===== config.mk =====
export PLATFORM = sky130hd
export DESIGN_NAME = vga_scan_ctrl
export DESIGN_NICKNAME = d
export VERILOG_FILES = /design/src/rtl/vga_scan_ctrl.sv
export SDC_FILE = /design/constraint.sdc
export NUM_CORES = 1
export LEC_CHECK = 0
export BUFFER_PORTS_ARGS = -buffer_cell sky130_fd_sc_hd__buf_2
export CAP_MARGIN = 0
export CORE_MARGIN = 8
export CORE_UTILIZATION = 58
export DETAILED_ROUTE_END_ITERATION = 10
export GPL_TIMING_DRIVEN = 1
export PLACE_DENSITY = 0.84
export SYNTH_ARGS = -nofsm -noshare
export SYNTH_HDL_FRONTEND = slang
export SYNTH_SLANG_ARGS = --single-unit

===== constraint.sdc =====
create_clock -name vga_clk -period 4.96 [get_ports vga_clk]
set_clock_uncertainty 0.2 [all_clocks]
set_input_delay 0 -clock vga_clk [delete_from_list [all_inputs] [get_ports vga_clk]]
set_output_delay 0 -clock vga_clk [all_outputs]
set_load 0.005 [all_outputs]

===== src/rtl/vga_scan_ctrl.sv =====
// VGA raster timing generator and pin output stage for the page renderers.
// Coordinates go out to the page pipeline; sync/blank are delayed to meet its pixel_data.
module vga_scan_ctrl #(
    parameter int   H_VIS    = 640,
    parameter int   H_FP     = 16,
    parameter int   H_SYNC   = 96,
    parameter int   H_BP     = 48,
    parameter int   V_VIS    = 480,
    parameter int   V_FP     = 10,
    parameter int   V_SYNC   = 2,
    parameter int   V_BP     = 33,
    parameter logic SYNC_POL = 1'b0,
    parameter int   PIX_LAT  = 1
) (
    input  logic        vga_clk,
    input  logic        vga_rst,
    input  logic [11:0] pixel_data,
    output logic [9:0]  x_pos,
    output logic [9:0]  y_pos,
    output logic        frame_start,
    output logic        hs,
    output logic        vs,
    output logic [3:0]  vga_r,
    output logic [3:0]  vga_g,
    output logic [3:0]  vga_b
);

    localparam int H_TOT = H_VIS + H_FP + H_SYNC + H_BP;
    localparam int V_TOT = V_VIS + V_FP + V_SYNC + V_BP;

    localparam logic [9:0] H_LAST  = 10'(H_TOT - 1);
    localparam logic [9:0] V_LAST  = 10'(V_TOT - 1);
    localparam logic [9:0] H_VIS_W = 10'(H_VIS);
    localparam logic [9:0] V_VIS_W = 10'(V_VIS);
    localparam logic [9:0] HS_BEG  = 10'(H_VIS + H_FP);
    localparam logic [9:0] HS_END  = 10'(H_VIS + H_FP + H_SYNC);
    localparam logic [9:0] VS_BEG  = 10'(V_VIS + V_FP);
    localparam logic [9:0] VS_END  = 10'(V_VIS + V_FP + V_SYNC);

    logic [9:0] h_cnt;
    logic [9:0] v_cnt;
    logic       de0;
    logic       hs0;
    logic       vs0;

    // Bit 0 is registered alongside x_pos/y_pos; bit PIX_LAT lines up with pixel_data.
    logic [PIX_LAT:0] de_sr;
    logic [PIX_LAT:0] hs_sr;
    logic [PIX_LAT:0] vs_sr;

    always_ff @(posedge vga_clk or posedge vga_rst) begin
        if (vga_rst) begin
            h_cnt <= '0;
            v_cnt <= '0;
        end else if (h_cnt == H_LAST) begin
            h_cnt <= '0;
            if (v_cnt == V_LAST) begin
                v_cnt <= '0;
            end else begin
                v_cnt <= v_cnt + 10'd1;
            end
        end else begin
            h_cnt <= h_cnt + 10'd1;
        end
    end

    always_comb begin
        de0 = (h_cnt < H_VIS_W) && (v_cnt < V_VIS_W);
        hs0 = ((h_cnt >= HS_BEG) && (h_cnt < HS_END)) ? SYNC_POL : ~SYNC_POL;
        vs0 = ((v_cnt >= VS_BEG) && (v_cnt < VS_END)) ? SYNC_POL : ~SYNC_POL;
    end

    // Coordinates are zeroed in blanking so the page address stays inside the visible area.
    always_ff @(posedge vga_clk or posedge vga_rst) begin
        if (vga_rst) begin
            x_pos       <= '0;
            y_pos       <= '0;
            frame_start <= 1'b0;
            de_sr       <= '0;
            hs_sr       <= {(PIX_LAT + 1){~SYNC_POL}};
            vs_sr       <= {(PIX_LAT + 1){~SYNC_POL}};
        end else begin
            x_pos       <= de0 ? h_cnt : 10'd0;
            y_pos       <= de0 ? v_cnt : 10'd0;
            frame_start <= (h_cnt == 10'd0) && (v_cnt == 10'd0);
            de_sr       <= {de_sr[PIX_LAT-1:0], de0};
            hs_sr       <= {hs_sr[PIX_LAT-1:0], hs0};
            vs_sr       <= {vs_sr[PIX_LAT-1:0], vs0};
        end
    end

    always_ff @(posedge vga_clk or posedge vga_rst) begin
        if (vga_rst) begin
            vga_r <= 4'h0;
            vga_g <= 4'h0;
            vga_b <= 4'h0;
            hs    <= ~SYNC_POL;
            vs    <= ~SYNC_POL;
        end else begin
            vga_b <= de_sr[PIX_LAT] ? pixel_data[11:8] : 4'h0;
            vga_g <= de_sr[PIX_LAT] ? pixel_data[7:4]  : 4'h0;
            vga_r <= de_sr[PIX_LAT] ? pixel_data[3:0]  : 4'h0;
            hs    <= hs_sr[PIX_LAT];
            vs    <= vs_sr[PIX_LAT];
        end
    end

endmodule


==> impl_metrics.py <==
metrics = {
    "status": {
        "status": "finished, final reports clean",
    },
    "synth": {
        "syn_area_per_cell_um2": 11.93,
        "synthArstFlopShare": 1.000,
        "syn_inst": 205,
        "ys_ff_latch": 61,
        "synth-seq-area-share": 0.6274,
        "netlist_area_mm2": 0.002445,
        "synth_cell_types": 44,
        "syn_nets": 223,
        "synth-main-ff-cell": "dfrtp_1",
        "ys_warn_count": 0,
        "synth_edf_count": 0,
    },
    "timing": {
        "period_share": 0.4507,
        "fmax_mhz": 447.3,
        "period_minus_slack_ns": 2.236,
        "hold_ws_ns": 0.1532,
        "grt_setup_unrepaired": "no",
        "setup_viol": 0,
        "final.setup.tns_ns": 0,
        "relSlewSlack": 0.2501,
        "tightest_slew_ns": 1.116,
        "hold_violations": 0,
        "slew_viol_final": 0,
    },
    "worst_setup_path": {
        "path_cells": "and4_1, nor3_1, and2_1",
        "crit-reg2reg-launch": "v_cnt[5]",
        "slowest_stage": "nor3_1",
        "r2r_end": "x_pos[6]",
        "critical_path.max_fanout": 14,
        "worstRegToRegCells": 3,
        "startpoint": "v_cnt[5]",
        "ff2ff_setup_slack_ns": 2.72,
        "max_stage_delay_ns": 0.93,
        "arrival_ns": 2.31,
        "worstPathRequired_ns": 5.04,
        "crit_type": "flop to flop",
        "cp-start-kind": "flop",
        "crit_end": "x_pos[6]",
        "cp-end-kind": "flop",
    },
    "placement": {
        "hpwl_um": 3374,
        "dp_cells": 292,
        "numPortBuffers": 48,
        "gp_congestion": 0.8417,
    },
    "final_layout": {
        "fin_cells": 321,
        "final_cell_mix": "dfrtp_1 (55), buf_2 (48), and2_1 (27)",
        "fin_nets": 284,
        "utilization": 0.7674,
        "final_layout_size_suffix_gt1_frac": 0.2804,
        "antenna_cells": 0,
        "area_growth_pct": 26.46,
        "mostFrequentLayoutCell": "dfrtp_1",
    },
    "detailed_routing": {
        "post_drt_wl_per_cell_um": 17.36,
        "totalWireLength_um": 5574,
        "dr.pass1.iters": 4,
        "routed_via_density": 5.483,
        "vias": 1760,
        "route.antenna.remaining_nets": 0,
        "post-route-drc-count": 0,
        "first_iter_violations": 105,
    },
    "clocking": {
        "path_clk_slew_ns": 0.07,
        "cts_sinks": 61,
        "post-cts-setup-buffers": 0,
        "clk_path_buf_depth": 2,
        "cts_tree": "yes",
        "root_buffer": "clkbuf_8",
        "htreeDepth": 3,
        "clkLatencyLatePin_ns": 0.34,
        "numCtsBuffers": 9,
    },
    "global_route": {
        "grt_max_degree": 62,
        "grt_pass1_wl_um": 8825,
        "grt_pass1_vias": 1743,
        "grt_overflow_total": 0,
        "grt_usage": 0.1801,
        "antenna_found_initial": 0,
    },
    "min_path": {
        "hp-class": "flop to flop",
        "min_path_cells": 0,
    },
    "floorplanning": {
        "core_mm2": 0.004029,
        "dieArea_mm2": 0.006549,
        "dieWidth_um": 80.93,
        "fp.dieH_um": 80.93,
        "rows": 23,
        "io_pins": 49,
        "initial_core_util": 0.6068,
    },
    "job": {
        "cap_violations": 0,
    },
    "power": {
        "finalPower_mw": 1.119,
        "p_per_area_mw_per_mm2": 362.0,
        "leakage_nw": 1.501,
        "ir_worst_vdd_v": 0.0002307,
    },
}
## stage by stage
| step | cell area (µm²) | setup slack (ns) |
|---|---|---|
| after detailed placement | 2700 | 2.735 |
| after CTS | 3092 | 2.719 |
| after global routing | 3092 | 2.554 |
| after global placement | 2700 | 2.829 |
| after floorplan | 2445 | 3.144 |
| final | 3092 | 2.724 |
## area by class of cell
| cell class | instances | area (µm²) |
|---|---|---|
| Sequential cell | 61 | 1534 |
| Clock inverter | 6 | 133.9 |
| Fill cell | 217 | 937.1 |
| Multi-Input combinational cell | 124 | 825.8 |
| Tap cell | 50 | 62.56 |
| Inverter | 8 | 30.03 |
| Clock buffer | 10 | 127.6 |
| Timing Repair Buffer | 62 | 377.9 |
## where the power goes
| group | switching [mW] | internal, mW |
|---|---|---|
| sequential | 0.00147 | 0.503 |
| clock | 0.195 | 0.386 |
| combinational | 0.0174 | 0.0169 |
## kinds of logic (layout without fill, tap and decap cells)
logic type	Yosys count	count (layout)	share of synthesized area
compound gates	25	25	0.06806
xor+xnor	10	10	0.03582
fa+ha+maj	4	4	0.02047
buf+inv	20	86	0.03480
flops	61	61	0.6274
other cells	1	1	0.001534
simple gates	84	84	0.2119
## synthesized netlist by cell type, types with 2 or more instances
library cell | number | area [µm²]
dfrtp_1 | 55 | 1376
and2_1 | 27 | 168.9
nand2_1 | 13 | 48.80
nand3_1 | 10 | 50.05
nor4_1 | 9 | 56.30
inv_1 | 8 | 30.03
dfstp_2 | 6 | 157.7
xor2_1 | 6 | 52.55
a21oi_1 | 5 | 25.02
buf_2 | 5 | 25.02
clkbuf_1 | 5 | 18.77
o21ai_0 | 5 | 25.02
ha_1 | 4 | 50.05
nor2_1 | 4 | 15.01
nor3_1 | 4 | 20.02
xnor2_1 | 4 | 35.03
and3_1 | 3 | 18.77
o31ai_1 | 3 | 22.52
a21o_1 | 2 | 15.01
a31oi_1 | 2 | 12.51
and4_1 | 2 | 17.52
## worst min path at each step
stage	from	end	slack, ns
final	de_sr[0]	de_sr[1]	0.15
after global routing	vs_sr[1]	vs	0.16
after CTS	de_sr[0]	de_sr[1]	0.16
after detailed placement	pixel_data[6]	vga_g[2]	0.02
after global placement	pixel_data[2]	vga_r[2]	0.01
after floorplan	pixel_data[8]	vga_b[0]	-0.07
## registers in the layout (all words and copies together) (netlist names), 4 cells and up
name	count
h_cnt	10
v_cnt	10
vga_b	4
vga_g	4
vga_r	4
x_pos	10
y_pos	10
## critical path: cells and delay by family, from the launching register on
kind | cells | cell delay [ns]
simple gates | 3 | 1.52
flops | 1 | 0.46
## per-layer routing
metal | vias up | routed length [µm] | global-route usage
li1 | 822 | - | -
met1 | 848 | 2411 | 0.2176
met2 | 77 | 2619 | 0.2871
met3 | 13 | 440 | 0.06733
met4 | 0 | 102 | 0.06964
met5 | - | 0 | 0
## what timing repair did
action	in CTS	in global routing
endpoints found under the hold margin	67	0
resized for setup	0	0
hold buffers	13	0
setup endpoints to repair	0	0
(Power assumes the default switching activity.)
